--- src/rtl/ram_ar_aw_ctrl.sv ---
// Clocked valid/ready front-end for one port of an asynchronous RAM.
// Sequences cs/we/oe through setup, pulse and hold phases and returns a one-cycle response.
module ram_ar_aw_ctrl #(
    parameter int DATA_WIDTH = 8,
    parameter int ADDR_WIDTH = 8,
    parameter int SETUP_CYC  = 1,
    parameter int PULSE_CYC  = 2,
    parameter int HOLD_CYC   = 1
) (
    input  logic                  clk,
    input  logic                  reset,
    input  logic                  req_valid,
    output logic                  req_ready,
    input  logic                  req_we,
    input  logic [ADDR_WIDTH-1:0] req_addr,
    input  logic [DATA_WIDTH-1:0] req_wdata,
    output logic                  rsp_valid,
    output logic [DATA_WIDTH-1:0] rsp_rdata,
    output logic [ADDR_WIDTH-1:0] ram_address,
    output logic [DATA_WIDTH-1:0] ram_wdata,
    input  logic [DATA_WIDTH-1:0] ram_rdata,
    output logic                  ram_cs,
    output logic                  ram_we,
    output logic                  ram_oe
);
    typedef enum logic [1:0] {IDLE, SETUP, PULSE, HOLD} state_t;

    localparam logic [3:0] SETUP_LD = 4'(SETUP_CYC - 1);
    localparam logic [3:0] PULSE_LD = 4'(PULSE_CYC - 1);
    localparam logic [3:0] HOLD_LD  = 4'(HOLD_CYC - 1);

    state_t                state, state_d;
    logic [3:0]            cnt, cnt_d;
    logic                  we_q, we_q_d;
    logic [ADDR_WIDTH-1:0] addr_d;
    logic [DATA_WIDTH-1:0] wdata_d, cap, cap_d, rdata_d;
    logic                  cs_d, we_d, oe_d, rsp_d;
    logic                  phase_done;

    assign req_ready  = (state == IDLE) && !reset;
    assign phase_done = (cnt == 4'd0);

    // Every ram_* strobe is the registered image of its *_d value, so the
    // RAM never sees a combinational path from the request inputs.
    always_comb begin
        state_d = state;
        cnt_d   = cnt;
        we_q_d  = we_q;
        addr_d  = ram_address;
        wdata_d = ram_wdata;
        cap_d   = cap;
        rdata_d = rsp_rdata;
        cs_d    = ram_cs;
        we_d    = ram_we;
        oe_d    = ram_oe;
        rsp_d   = 1'b0;
        case (state)
            IDLE: begin
                if (req_valid && req_ready) begin
                    state_d = SETUP;
                    cnt_d   = SETUP_LD;
                    we_q_d  = req_we;
                    addr_d  = req_addr;
                    wdata_d = req_wdata;
                    cs_d    = 1'b1;
                end
            end
            SETUP: begin
                if (phase_done) begin
                    state_d = PULSE;
                    cnt_d   = PULSE_LD;
                    we_d    = we_q;
                    oe_d    = !we_q;
                end else begin
                    cnt_d = cnt - 4'd1;
                end
            end
            PULSE: begin
                if (phase_done) begin
                    state_d = HOLD;
                    cnt_d   = HOLD_LD;
                    we_d    = 1'b0;
                    oe_d    = 1'b0;
                    // Only sample point for ram_rdata: last cycle of the oe pulse.
                    if (!we_q) cap_d = ram_rdata;
                end else begin
                    cnt_d = cnt - 4'd1;
                end
            end
            HOLD: begin
                if (phase_done) begin
                    state_d = IDLE;
                    cs_d    = 1'b0;
                    rsp_d   = 1'b1;
                    rdata_d = we_q ? '0 : cap;
                end else begin
                    cnt_d = cnt - 4'd1;
                end
            end
            default: state_d = IDLE;
        endcase
    end

    always_ff @(posedge clk or posedge reset) begin
        if (reset) begin
            state       <= IDLE;
            cnt         <= 4'd0;
            we_q        <= 1'b0;
            ram_address <= '0;
            ram_wdata   <= '0;
            cap         <= '0;
            rsp_rdata   <= '0;
            rsp_valid   <= 1'b0;
            ram_cs      <= 1'b0;
            ram_we      <= 1'b0;
            ram_oe      <= 1'b0;
        end else begin
            state       <= state_d;
            cnt         <= cnt_d;
            we_q        <= we_q_d;
            ram_address <= addr_d;
            ram_wdata   <= wdata_d;
            cap         <= cap_d;
            rsp_rdata   <= rdata_d;
            rsp_valid   <= rsp_d;
            ram_cs      <= cs_d;
            ram_we      <= we_d;
            ram_oe      <= oe_d;
        end
    end
endmodule

--- config.mk ---
export PLATFORM = sky130hd
export DESIGN_NAME = ram_ar_aw_ctrl
export DESIGN_NICKNAME = d
export VERILOG_FILES = /design/src/rtl/ram_ar_aw_ctrl.sv
export SDC_FILE = /design/constraint.sdc
export NUM_CORES = 1
export LEC_CHECK = 0
export CAP_MARGIN = 20
export CORE_ASPECT_RATIO = 0.75
export CORE_MARGIN = 2
export CORE_UTILIZATION = 42
export CTS_CLUSTER_SIZE = 25
export DETAILED_ROUTE_END_ITERATION = 12
export GPL_ROUTABILITY_DRIVEN = 0
export GPL_TIMING_DRIVEN = 0
export PLACE_DENSITY_LB_ADDON = 0.05
export SKIP_CTS_REPAIR_TIMING = 1
export SYNTH_ARGS = -nofsm -noshare
export SYNTH_HDL_FRONTEND = slang
export SYNTH_SLANG_ARGS = --single-unit
export TNS_END_PERCENT = 1
--- constraint.sdc ---
create_clock -name clk -period 1.8 [get_ports clk]
set_input_delay 0.36 -clock clk [delete_from_list [all_inputs] [get_ports clk]]
set_output_delay 0.36 -clock clk [all_outputs]
set_load 0.05 [all_outputs]
==> metrics.md <==
| Metric | Value |
|---|---|
| Hold Crit Start | rsp_rdata[7] |
| Register Area | between 1000 and 1500 sq um |
| Synth Area in Simple Gates | between 10% and 20% |
| CTS Sinks | 43 |
| Area of the multi-input gates | between 700 and 800 sq um |
| Initial antenna violation count | 0 |
| CP endpoint kind | output port |
| RSZ-0062 raised after global routing | yes |
| First-pass GRT wire length | 6.02 mm |
| Hold depth | 2 |
| MaxCap Viol Count | 0 |
| Worst-Skew Late Latency | around 0.29 ns |
| CP Launch Type | flip-flop |
| Setup Crit Path Kind | reg -> out |
| Setup TNS | 0 ns |
| Net switching power | between 2 and 2.5 mW |
| Vias in the first global route | 1282 |
| Combinational Power Share | a little under three fifths |
| Xor/xnor share of the synthesized area | 0% |
| Clk slew on worst S/H paths | ~0.07 ns |
| Post-route ant nets | 0 |
| CTS tree | yes |
| Slowest Stage Delay on Critical Path | 0.42 ns |
| Predominant post-synthesis flop cell | dfrtp_1 |
| Htree depth | 2 |
| CP Max Fanout | 4 |
| Largest net degree at the start of global routing | 44 |
| Ranking of synthesized cells by area | dfrtp_1 (57%), mux2_2 (16%), ha_1 (4.7%) |
| DRT iter0 DRCs | 22 |
| Achievable frequency | 561 MHz |
| Syn avg cell area | 12.6 sq um |
| I/O pin count | 57 |
| Seq cells post-synth | 43 |
| Leakage | ~1.5 nW |
| Worst-margin pin slew | between 0.8 and 0.9 ns |
| R2r endpoint | cnt[0] |
| Post-synth top area share | around 57% |
| Post-Syn Nets | ~180 |
| Register area share after synthesis | 57.4% |
| Fin. max-slew vios | 0 |
| Die width | slightly above 80 um |
| IO Port Bufs | 56 |
| Final std cell area, no fill | around 2700 sq um |
| Tmin final | 1.78 ns |
| Clock buffer depth | 2 |
| Fraction of layout cells with a size suffix above 1 | between 20% and 30% |
| Synthesis warning total | 0 |
| Final hold violation count | 0 |
| Clock root cell | clkbuf_8 |
| Inserted Clock Buffers | 5 |
| DIE HEIGHT | a little over 60 um |
| Required time at the worst-slack endpoint | approximately 1.4 ns |
| Power per Cell Area | between 2000 and 2500 nW/um^2 |
| Die footprint | between 5000 and 6000 sq um |
| Synth Instances | roughly 150 |
| Grt ovf | 0 |
| Core Area | ~4400 sq um |
| Finish-stage setup viols | 0 |
| Nets@finish | approximately 250 |
| Max-slew headroom | 42.1% |
| Final Cycle Share | between 90 and 100% |
| P_int | about 3 mW |
| Arr. time, crit path | around 1.4 ns |
| Dpl hpwl | 2.70 mm |
| Mux contribution to synthesized area | around 17% |
| Via count | about 1300 |
| Clk_skew | 0.00542 ns |
| Area grow syn2layout | 44.4% |
| Total global-route track usage | 16.0% |
| R2r setup slk | around 0.04 ns |
| Synth cell types | 28 |
| DR WL/cell | 14.0 um |
| Router iterations before antenna repair | 4 |
| Post-synthesis compound-gate area fraction | between 6 and 7% |
| # fillers | ~350 |
| Cell Chain, Critical Path | inv_1 -> ha_2 -> and2b_2 -> buf_4 |
| Placed Area | ~2500 sq um |
| Worst Hold End | rsp_rdata[7] |
| Worst hold path type | reg -> reg |
| Final WL | approximately 3.8 mm |
| Maximum vdd drop | between 0.9 and 1 mV |
| Slowest CP cell | dfrtp_1 |
| Clock power frac | about an eighth |
| Reg2reg start | cnt[0] |
| Number of cell rows | 21 |
| Cells on worst reg2reg path | 6 |
| Routed vias/inst | between 4 and 5 |
| Outcome | completed |
| Syn Std Cell Area | 1880 sq um |
| Post-synth EDFFs | 0 |
| Synth Area in Adders | approximately 4.7% |
| Seq pwr share | between 30% and 40% |
| Sw frac | roughly 44% |
| Async SR Flop Fraction | 100% |
| Drc violations | 0 |
| Starting Density | 42.7% |
| Largest area contributor in the netlist | dfrtp_1 |
| Largest family of logic cells by synthesized area | multiplexers |
| N_diodes | 0 |
==> cell type report <==
cell class	count	area share, %
flip-flops and latches	43	39.7
clock inverters	1	1.11
plain buffers	3	0.739
well taps	57	2.63
multi-input cells	96	29.0
clock buffers	6	2.68
repair buffers	56	23.2
inverters	7	0.970
==> registers in the layout (all words and copies together), names as in the netlist, 2 cells and up <==
name and flops:
cap 8, ram_address 8, ram_wdata 8, rsp_rdata 8, cnt 4, state 2
==> placed cells by master (no fill, tap or decap), types with 2 or more instances in the layout <==
master | synthesis | routed
a21oi_1 | 3 | 3
clkbuf_1 | 1 | 2
clkbuf_8 | 0 | 5
clkdlybuf4s50_1 | 0 | 27
dfrtp_1 | 43 | 43
dlymetal6s2s_1 | 0 | 28
ha_1 | 7 | 5
ha_2 | 0 | 2
inv_1 | 7 | 5
inv_2 | 0 | 2
mux2_2 | 27 | 27
nand2_1 | 11 | 11
nand2b_1 | 11 | 11
nor2_1 | 3 | 2
nor3_1 | 3 | 2
o21ai_0 | 14 | 14
==> power groups by stage <==
stage	sequential [mW]	clock, mW	combinational [mW]
finish	1.68	0.713	3.09
detailed placement	1.71	0	3.09
global placement	1.67	0	3.02
floorplan	2.71	0	1.12
CTS	1.69	0.740	3.09
global route	1.74	0.783	3.31
==> metal layers <==
layer | routed length (um) | track usage [%] | part of all wire [%] | vias to the layer above
met4 | 37 | 5.81 | 0.98 | 0
met2 | 1790 | 28.5 | 47 | 39
met1 | 1710 | 19.3 | 45 | 637
li1 | - | - | - | 647
met5 | 0 | 0 | 0 | -
met3 | 228 | 4.19 | 6.1 | 5
==> worst max path at each step <==
| stage | start | end | slack (ns) | cells after the start |
|---|---|---|---|---|
| final | state[1] | req_ready | 0.02 | 4 |
| after global routing | state[1] | req_ready | -0.08 | 4 |
| after CTS | state[0] | req_ready | -0.61 | 4 |
| after detailed placement | reset | req_ready | -0.43 | 3 |
| after global placement | reset | cap[4] | -0.43 | 2 |
| after floorplan | state[0] | ram_address[1] | 0.03 | 6 |
==> logic make-up (layout without fill, tap and decap cells) <==
kind of cell / Yosys count / after routing
mux: 28 / 28
compound gates: 22 / 22
buf+inv: 10 / 73
simple gates: 39 / 39
flops: 43 / 43
fa+ha+maj: 7 / 7
==> critical path, delay by kind of cell, from the launching register on <==
family / cells / cell delay [ns]
adders and majority gates: 1 / 0.20
buffers and inverters: 2 / 0.33
DFF: 1 / 0.42
and+or+nand+nor: 1 / 0.19
==> stage by stage <==
stage | hold WS (ns) | worst slack [ns] | util, % | total power [mW] | std cells
2_1_floorplan | 0.479 | 0.0277 | - | 3.83 | 149
3_3_place_gp | 0.465 | -0.431 | 57.2 | 4.70 | 262
3_5_place_dp | 0.470 | -0.426 | 57.2 | 4.79 | 262
4_1_cts | 0.488 | -0.607 | 59.6 | 5.52 | 269
5_1_grt | 0.519 | -0.0757 | 61.7 | 5.83 | 269
6_report | 0.475 | 0.0187 | 61.7 | 5.48 | 269
==> cell usage after synthesis (2+ instances only) <==
master	count
a21oi_1	3
buf_2	2
dfrtp_1	43
ha_1	7
inv_1	7
mux2_2	27
nand2_1	11
nand2_2	2
nand2b_1	11
nor2_1	3
nor3_1	3
o21ai_0	14
Power figures use the tool's default switching activity.
